## src/rtl/fifo_unpackager_if.sv

```systemverilog
// fifo_unpackager_if: request/response bundle for the FIFO unpackager.
//   req_msg  : packed wide word from the FIFO read port (p_bit_width*p_num_concat bits)
//   req_val  : req_msg valid
//   req_rdy  : unpackager can accept a new wide word
//   resp_msg : current narrow slice (p_bit_width bits)
//   resp_val : resp_msg valid
//   resp_rdy : consumer accepts resp_msg
//   resp_last: last slice of the current word (only with FIFO_UNPACKAGER_LAST_EN)
// Modports: master = FIFO side / consumer driver, slave = unpackager.
interface fifo_unpackager_if #(
    parameter int unsigned p_bit_width  = 3,
    parameter int unsigned p_num_concat = 2
);
    localparam int unsigned p_full_bit_width = p_bit_width * p_num_concat;

    logic [p_full_bit_width-1:0] req_msg;
    logic                        req_val;
    logic                        req_rdy;
    logic [p_bit_width-1:0]      resp_msg;
    logic                        resp_val;
    logic                        resp_rdy;
`ifdef FIFO_UNPACKAGER_LAST_EN
    logic                        resp_last;

    modport master (
        output req_msg, req_val, resp_rdy,
        input  req_rdy, resp_msg, resp_val, resp_last
    );
    modport slave (
        input  req_msg, req_val, resp_rdy,
        output req_rdy, resp_msg, resp_val, resp_last
    );
`else
    modport master (
        output req_msg, req_val, resp_rdy,
        input  req_rdy, resp_msg, resp_val
    );
    modport slave (
        input  req_msg, req_val, resp_rdy,
        output req_rdy, resp_msg, resp_val
    );
`endif
endinterface

```

## src/rtl/fifo_unpackager.sv

```systemverilog
// fifo_unpackager: accepts one wide word holding p_num_concat narrow messages packed
// MSB-first and emits them one slice per accepted cycle over a val/rdy interface.
// Ports:
//   clk   : clock
//   reset : asynchronous, active-high reset
//   bus   : fifo_unpackager_if.slave (req_msg/req_val/req_rdy in, resp_msg/resp_val/resp_rdy out)
// Optional: define FIFO_UNPACKAGER_LAST_EN to drive bus.resp_last, high with the final
// slice of each word.
module fifo_unpackager #(
    parameter int unsigned p_bit_width  = 3,
    parameter int unsigned p_num_concat = 2
) (
    input  logic                clk,
    input  logic                reset,
    fifo_unpackager_if.slave    bus
);
    localparam int unsigned p_full_bit_width = p_bit_width * p_num_concat;
    localparam int unsigned CntW = (p_num_concat > 1) ? $clog2(p_num_concat) : 1;
    localparam logic [CntW-1:0] LastCnt = CntW'(p_num_concat - 1);

    typedef enum logic {StIdle, StSend} state_e;

    state_e                      state_q, state_d;
    logic [CntW-1:0]             cnt_q, cnt_d;
    logic [p_full_bit_width-1:0] buf_q, buf_d;
    logic                        last_slice;
    logic                        resp_val;
    logic                        req_rdy;

    assign last_slice = (cnt_q == LastCnt);

    always_ff @(posedge clk or posedge reset) begin
        if (reset) begin
            state_q <= StIdle;
            cnt_q   <= '0;
            buf_q   <= '0;
        end else begin
            state_q <= state_d;
            cnt_q   <= cnt_d;
            buf_q   <= buf_d;
        end
    end

    always_comb begin
        state_d  = state_q;
        cnt_d    = cnt_q;
        buf_d    = buf_q;
        req_rdy  = 1'b0;
        resp_val = 1'b0;
        unique case (state_q)
            StIdle: begin
                req_rdy = 1'b1;
                if (bus.req_val) begin
                    buf_d   = bus.req_msg;
                    cnt_d   = '0;
                    state_d = StSend;
                end
            end
            StSend: begin
                resp_val = 1'b1;
                if (bus.resp_rdy) begin
                    if (!last_slice) begin
                        buf_d = buf_q << p_bit_width;
                        cnt_d = cnt_q + CntW'(1);
                    end else begin
                        // Last slice leaving: take the next word in the same cycle so a
                        // continuous stream has no bubble between words.
                        req_rdy = 1'b1;
                        if (bus.req_val) begin
                            buf_d = bus.req_msg;
                            cnt_d = '0;
                        end else begin
                            state_d = StIdle;
                        end
                    end
                end
            end
            default: state_d = StIdle;
        endcase
    end

    assign bus.req_rdy  = req_rdy;
    assign bus.resp_val = resp_val;
    assign bus.resp_msg = buf_q[p_full_bit_width-1 -: p_bit_width];

`ifdef FIFO_UNPACKAGER_LAST_EN
    assign bus.resp_last = resp_val & last_slice;
`endif

endmodule
```

## src/flat_wrapper.sv

```systemverilog
// flat-port wrapper written by rule: the top's interface ports become plain ports
module fifo_unpackager_flat 
#(
    parameter int unsigned p_bit_width  = 3,
    parameter int unsigned p_num_concat = 2
)
  (clk, reset, bus_req_msg, bus_req_val, bus_resp_rdy, bus_req_rdy, bus_resp_msg, bus_resp_val);
  fifo_unpackager_if #(.p_bit_width(p_bit_width), .p_num_concat(p_num_concat)) bus_i ();
  input  logic clk;
  input  logic reset;
  input wire logic [$bits(bus_i.req_msg)-1:0] bus_req_msg;
  input wire logic [$bits(bus_i.req_val)-1:0] bus_req_val;
  input wire logic [$bits(bus_i.resp_rdy)-1:0] bus_resp_rdy;
  output wire logic [$bits(bus_i.req_rdy)-1:0] bus_req_rdy;
  output wire logic [$bits(bus_i.resp_msg)-1:0] bus_resp_msg;
  output wire logic [$bits(bus_i.resp_val)-1:0] bus_resp_val;
  assign bus_i.req_msg = bus_req_msg;
  assign bus_i.req_val = bus_req_val;
  assign bus_i.resp_rdy = bus_resp_rdy;
  assign bus_req_rdy = bus_i.req_rdy;
  assign bus_resp_msg = bus_i.resp_msg;
  assign bus_resp_val = bus_i.resp_val;
  fifo_unpackager #(.p_bit_width(p_bit_width), .p_num_concat(p_num_concat)) u_core (.clk(clk), .reset(reset), .bus(bus_i));
endmodule
```

## config.mk

```make
export PLATFORM = sky130hd
export DESIGN_NAME = fifo_unpackager_flat
export DESIGN_NICKNAME = d
export VERILOG_FILES = /design/src/rtl/fifo_unpackager_if.sv /design/src/rtl/fifo_unpackager.sv /design/src/flat_wrapper.sv
export SDC_FILE = /design/constraint.sdc
export NUM_CORES = 1
export LEC_CHECK = 0
export BUFFER_PORTS_ARGS = -buffer_cell sky130_fd_sc_hd__buf_2
export CORE_AREA = 2 2 39 41
export DETAILED_ROUTE_END_ITERATION = 8
export DIE_AREA = 0 0 41 43
export PLACE_DENSITY_LB_ADDON = 0.2
export SLEW_MARGIN = 20
export SYNTH_ARGS = -nofsm -noshare
export SYNTH_HDL_FRONTEND = slang
export SYNTH_SLANG_ARGS = --single-unit
```

## constraint.sdc

```tcl
create_clock -name clk -period 3 [get_ports clk]
set_input_delay 0.15 -clock clk [delete_from_list [all_inputs] [get_ports clk]]
set_output_delay 0.15 -clock clk [all_outputs]
set_load 0.02 [all_outputs]
```

==> flow_metrics.py, run 1 <==
metrics = {
    "yosys": {
        "synth_seq_cells": 8,
        "synth_top_family_by_area": "compound AO/OA/AOI/OAI gates",
        "synth_fa_ha_area_frac": 0,
        "synth_area_leader_cell": "dfrtp_1",
        "synth_cells": 46,
        "syn-num-nets": 56,
        "synth_xor_area_frac": 0,
        "muxShareOfSynthArea": 0,
        "yosys_warnings": 0,
        "syn_area_um2": 444,
        "synth_top_cell_area_share": 0.451,
        "synth-simple-area-share": 0.186,
        "synth_compound_area_frac": 0.254,
        "yosysUniqueCellTypes": 20,
        "ys_seq_area_frac": 0.451,
        "avgSynthCellArea_um2": 9.66,
        "synth_area_leaders": "dfrtp_1 (45%), buf_4 (5.1%), o221a_2 (5.1%), o31ai_1 (5.1%), nor2_1 (4.2%)",
    },
    "worst_setup_path": {
        "crit_family": "flip-flops",
        "cp.arrival_ns": 1.12,
        "worstSetupEndpointType": "output port",
        "critPathLaunchType": "flop",
        "crit_slowest_cell": "dfrtp_1",
        "cp.required_ns": 2.85,
        "cp_cell_sequence": "a21bo_4 > buf_2",
        "cp_num_buf_inv": 1,
        "critical_path.max_fanout": 8,
        "slowest_delay_ns": 0.44,
        "worstSetupPathType": "reg2out",
    },
    "global_route": {
        "grt_util_all_layers": 0.138,
        "grt_pass1_wl_um": 1550,
        "antenna_found_initial": 0,
        "grt_pass1_vias": 364,
        "grt_start_max_net_pins": 11,
        "overflow": 0,
    },
    "detailed_routing": {
        "firstDrtPassIters": 4,
        "routed_wl_um": 956,
        "drc": 0,
        "wl_per_cell_um": 12.6,
        "vias": 365,
        "drt-initial-drc-count": 8,
        "drtAntennaViolNets": 0,
        "viasPerCell": 4.80,
    },
    "sta": {
        "setup_viol": 0,
        "final_hold_viol_count": 0,
        "slew_headroom": 0.783,
        "timing.fmax_ghz": 0.786,
        "min_period_over_period": 0.424,
        "setup_slack_ns": 1.73,
        "period_minus_slack_ns": 1.27,
        "tightest_slew_ns": 0.325,
        "slew_violations": 0,
        "skew_ns": 0.00349,
        "tns_ns": 0,
        "rsz0062_at_grt": "no",
    },
    "clocking": {
        "cts_sinks": 8,
        "path_clk_slew_ns": 0.06,
        "clock_latency_ns": 0.26,
        "cts_made_buffers": 3,
        "clock-root-buffer": "clkbuf_4",
        "cts_tree": "yes",
        "cts_setup_buffers": 0,
        "htree_num_levels": 1,
        "clk_path_buf_depth": 2,
    },
    "floorplanning": {
        "die_h_um": 43,
        "dieArea_um2": 1760,
        "num_io_pins": 15,
        "die_w_um": 41,
        "std_cell_rows": 14,
        "core-area_um2": 1380,
        "initial_core_util": 0.321,
    },
    "status": {
        "outcome": "finished, final reports clean",
    },
    "power_and_ir_drop": {
        "irDropWorstVdd_uv": 252,
        "combinationalPowerShare": 0.401,
        "p_leak_nw": 0.253,
        "switchingPower_mw": 0.173,
        "p_int_mw": 0.280,
        "p_seq_frac": 0.413,
        "p_per_area_nw_per_um2": 850,
        "clockPowerShare": 0.186,
        "power.share.switching": 0.383,
    },
    "cells_and_area": {
        "ff_latch_area_um2": 200,
        "fill_cells": 142,
        "final_common_cell": "buf_2",
        "utilization": 0.385,
        "finalNonFillerCells": 76,
        "final_nets": 72,
        "drive_gt1_frac": 0.367,
        "syn_to_final_growth_pct": 20.0,
        "multi_input_area_um2": 195,
        "most-common-layout-cells": "buf_2 (14), dfrtp_1 (8), nor2_1 (5), inv_1 (4)",
        "diodes": 0,
    },
    "place": {
        "place_ws_ns": 1.93,
        "place.gp.congestion": 0.690,
        "dpl.hpwl_um": 724,
        "portBuffers": 14,
        "placed_cells": 72,
    },
    "worst_hold_path": {
        "hold_class": "in2reg",
    },
    "job": {
        "cap_viol_max_count": 0,
    },
}
## flip-flops by register name, indices dropped and copies added, names as in the netlist
register / count
u_core.buf_q: 6
u_core.state_q: 1
u_core.cnt_q: 1
## repair_timing
action,CTS,global route
hold buffers,1,0
gates resized for setup,0,0
hold endpoints to repair,8,0
## worst paths after layout
kind,from,to,slack (ns),depth (start not counted)
setup / recovery,u_core.state_q$_DFF_PP0_,bus_req_rdy,1.73,2
hold / removal,bus_req_msg[5],u_core.buf_q[5]$_DFFE_PP0P_,0.14,3
setup reg to reg,u_core.state_q$_DFF_PP0_,u_core.buf_q[3]$_DFFE_PP0P_,1.93,3
hold reg to reg,u_core.buf_q[1]$_DFFE_PP0P_,u_core.buf_q[1]$_DFFE_PP0P_,0.51,2
max in group asynchronous,reset,u_core.buf_q[0]$_DFFE_PP0P_,2.36,3
min in group asynchronous,reset,u_core.buf_q[5]$_DFFE_PP0P_,0.39,3
## through the flow
stage	instance area [µm²]	total power [mW]	hold WS [ns]
CTS	533	0.462	0.129
finish	533	0.453	0.136
global route	533	0.496	0.143
global placement	500	0.371	0.121
detailed placement	500	0.372	0.112
floorplan	444	0.345	-0.0343
## kinds of logic after synthesis
kind of cell / Yosys count
compound gates: 15
flops: 8
buf+inv: 8
simple gates: 15
## routing by layer
metal,GRT usage,part of all wire,vias to the layer above,wire length (µm)
li1,-,-,189,-
met1,0.170,0.45,157,434
met2,0.191,0.46,15,439
met3,0.0471,0.064,4,61
met4,0.100,0.022,0,21
met5,0,0,-,0
## synthesized netlist by cell type
| cell type | count |
|---|---|
| buf_6 | 1 |
| buf_4 | 3 |
| a21bo_4 | 1 |
| nand3_1 | 1 |
| dfrtp_1 | 8 |
| nand3b_1 | 2 |
| o31ai_1 | 3 |
| o21a_1 | 1 |
| nand2_2 | 1 |
| nand2_1 | 2 |
| nor2b_2 | 1 |
| nor2_1 | 5 |
| o221a_2 | 2 |
| nand2b_1 | 1 |
| o221ai_1 | 1 |
| o21ai_0 | 3 |
| nor3b_1 | 2 |
| inv_1 | 4 |
| a21oi_1 | 3 |
| o21ai_1 | 1 |
## worst register-to-register path, cell delays in order (launching register included)
cell	delay [ns]
dfrtp_1	0.44
a21bo_4	0.22
nand2_2	0.06
o221a_2	0.24
## power by group through the flow
stage / sequential (mW) / clock (mW) / combinational [mW]
floorplan: 0.183 / 0 / 0.161
global placement: 0.189 / 0 / 0.182
detailed placement: 0.189 / 0 / 0.183
CTS: 0.187 / 0.0905 / 0.184
global route: 0.196 / 0.0989 / 0.202
finish: 0.187 / 0.0841 / 0.182
## area by class of cell
type | count | area share
Sequential cell | 8 | 0.376
Multi-Input combinational cell | 30 | 0.366
Timing Repair Buffer | 15 | 0.150
Clock buffer | 3 | 0.0423
Tap cell | 16 | 0.0376
Inverter | 4 | 0.0282
Power figures use the tool's default switching activity.
==> inputs of run 2 (changes only) <==
==> constraint.sdc (replaced) <==
create_clock -name clk -period 1.3 [get_ports clk]
set_input_delay 0.065 -clock clk [delete_from_list [all_inputs] [get_ports clk]]
set_output_delay 0.065 -clock clk [all_outputs]
set_load 0.02 [all_outputs]
==> run 2 against run 1 <==
Effect of this change: sequential power rose by 130%; largest cell class unchanged; clock power rose by 130%; register-to-register slack got worse by 1.7 ns; critical path depth did not move; combinational power rose by 130%.
==> flow_metrics.py, run 2 (synthesis gave the netlist of run 1 again) <==
metrics = {
    "cells_and_area": {
        "final_nets": 72,
        "utilization": 0.385,
        "reg_top3": "u_core.buf_q (6), u_core.cnt_q (1), u_core.state_q (1)",
        "design_area_um2": 533,
        "syn_to_final_growth_pct": 20.0,
        "final_common_cell": "buf_2",
        "diodes": 0,
        "largest_reg_flops": 6,
        "top_register": "u_core.buf_q",
        "drive_gt1_frac": 0.367,
        "most-common-layout-cells": "buf_2 (14), dfrtp_1 (8), nor2_1 (5), inv_1 (4)",
    },
    "floorplanning": {
        "num_io_pins": 15,
        "dieArea_um2": 1760,
        "core-area_um2": 1380,
        "die_h_um": 43,
        "std_cell_rows": 14,
        "die_w_um": 41,
        "initial_core_util": 0.321,
    },
    "worst_setup_path": {
        "critical_path.max_fanout": 8,
        "cp-startpoint": "u_core.state_q$_DFF_PP0_",
        "critPathLaunchType": "flop",
        "cp.arrival_ns": 1.13,
        "worstSetupPathType": "reg2out",
        "timing.rr.start": "u_core.state_q$_DFF_PP0_",
        "ff2ff_path_depth": 3,
        "crit_end": "bus_req_rdy",
        "reg2reg_slack_ns": 0.22,
        "worstSetupEndpointType": "output port",
        "cp.required_ns": 1.24,
        "r2r-end": "u_core.buf_q[4]$_DFFE_PP0P_",
    },
    "place": {
        "dpl.hpwl_um": 691,
        "place_area_um2": 500,
        "portBuffers": 14,
        "place.gp.congestion": 0.690,
    },
    "power_and_ir_drop": {
        "irDropWorstVdd_uv": 583,
        "p_per_area_nw_per_um2": 1950,
        "p_leak_nw": 0.253,
    },
    "detailed_routing": {
        "routed_wl_um": 925,
        "viasPerCell": 4.70,
        "drtAntennaViolNets": 0,
        "firstDrtPassIters": 4,
        "wl_per_cell_um": 12.2,
        "drt-initial-drc-count": 6,
        "vias": 357,
        "drc": 0,
    },
    "clocking": {
        "cts_sinks": 8,
        "cts_tree": "yes",
        "clk_path_buf_depth": 2,
        "clock_latency_ns": 0.26,
        "cts_setup_buffers": 0,
        "htree_num_levels": 1,
        "path_clk_slew_ns": 0.06,
        "cts_made_buffers": 3,
        "clock-root-buffer": "clkbuf_4",
    },
    "sta": {
        "period_minus_slack_ns": 1.19,
        "slew_headroom": 0.786,
        "rsz0062_at_grt": "no",
        "tightest_slew_ns": 0.320,
        "timing.fmax_ghz": 0.838,
        "tns_ns": 0,
        "final_hold_viol_count": 0,
        "skew_ns": 0.00383,
        "slew_violations": 0,
        "min_period_over_period": 0.918,
        "setup_viol": 0,
    },
    "global_route": {
        "grt_start_max_net_pins": 11,
        "grt_pass1_wl_um": 1460,
        "grt_pass1_vias": 330,
        "grt_util_all_layers": 0.132,
        "overflow": 0,
        "antenna_found_initial": 0,
    },
    "status": {
        "outcome": "finished, final reports clean",
    },
    "job": {
        "cap_viol_max_count": 0,
    },
    "worst_hold_path": {
        "hold_class": "in2reg",
    },
}
-- run 2: worst min-delay path by stage --
stage,from,end,slack (ns),cells after the start
floorplan,reset,u_core.buf_q[0]$_DFFE_PP0P_,-0.12,1
global placement,reset,u_core.buf_q[5]$_DFFE_PP0P_,0.04,2
detailed placement,reset,u_core.buf_q[5]$_DFFE_PP0P_,0.03,2
CTS,bus_req_msg[5],u_core.buf_q[5]$_DFFE_PP0P_,0.04,3
global route,bus_req_msg[5],u_core.buf_q[5]$_DFFE_PP0P_,0.06,3
finish,bus_req_msg[5],u_core.buf_q[5]$_DFFE_PP0P_,0.05,3
-- run 2: critical path: stages (launching register included) --
cell and delay, ns:
dfrtp_1 0.44, a21bo_4 0.27, buf_2 0.16
-- run 2: metal layers --
metal,global-route usage,share of wire,vias up
met3,0.0471,0.062,4
met1,0.167,0.45,153
met4,0.120,0.038,0
met2,0.166,0.45,12
met5,0,0,-
li1,-,-,188
-- run 2: timing repair --
action / 4_1_cts / 5_1_grt
endpoints found under the setup margin: 0 / 0
hold buffers: 1 / 0
gates resized for setup: 0 / 0
endpoints found under the hold margin: 8 / 0
-- run 2: power breakdown --
| group | leakage, nW | internal [mW] | switching (mW) |
|---|---|---|---|
| sequential | 0.0934 | 0.348 | 0.0818 |
| combinational | 0.146 | 0.191 | 0.222 |
| clock | 0.0138 | 0.106 | 0.0882 |
| total | 0.253 | 0.645 | 0.392 |
-- run 2: area by class of cell --
cell class | count | area [µm²]
timing repair buffer | 15 | 80.1
sequential | 8 | 200
multi-input combinational | 30 | 195
clock buffer | 3 | 22.5
tap | 16 | 20.0
inverter | 4 | 15.0
fill | 148 | 851
-- run 2: per-stage QoR --
stage / worst slack (ns) / std cells / hold WS [ns] / power (mW)
finish: 0.106 / 76 / 0.0514 / 1.04
global route: 0.0404 / 76 / 0.0579 / 1.14
CTS: 0.0937 / 76 / 0.0450 / 1.06
detailed placement: 0.239 / 72 / 0.0267 / 0.855
global placement: 0.257 / 72 / 0.0359 / 0.856
floorplan: 0.136 / 46 / -0.119 / 0.795
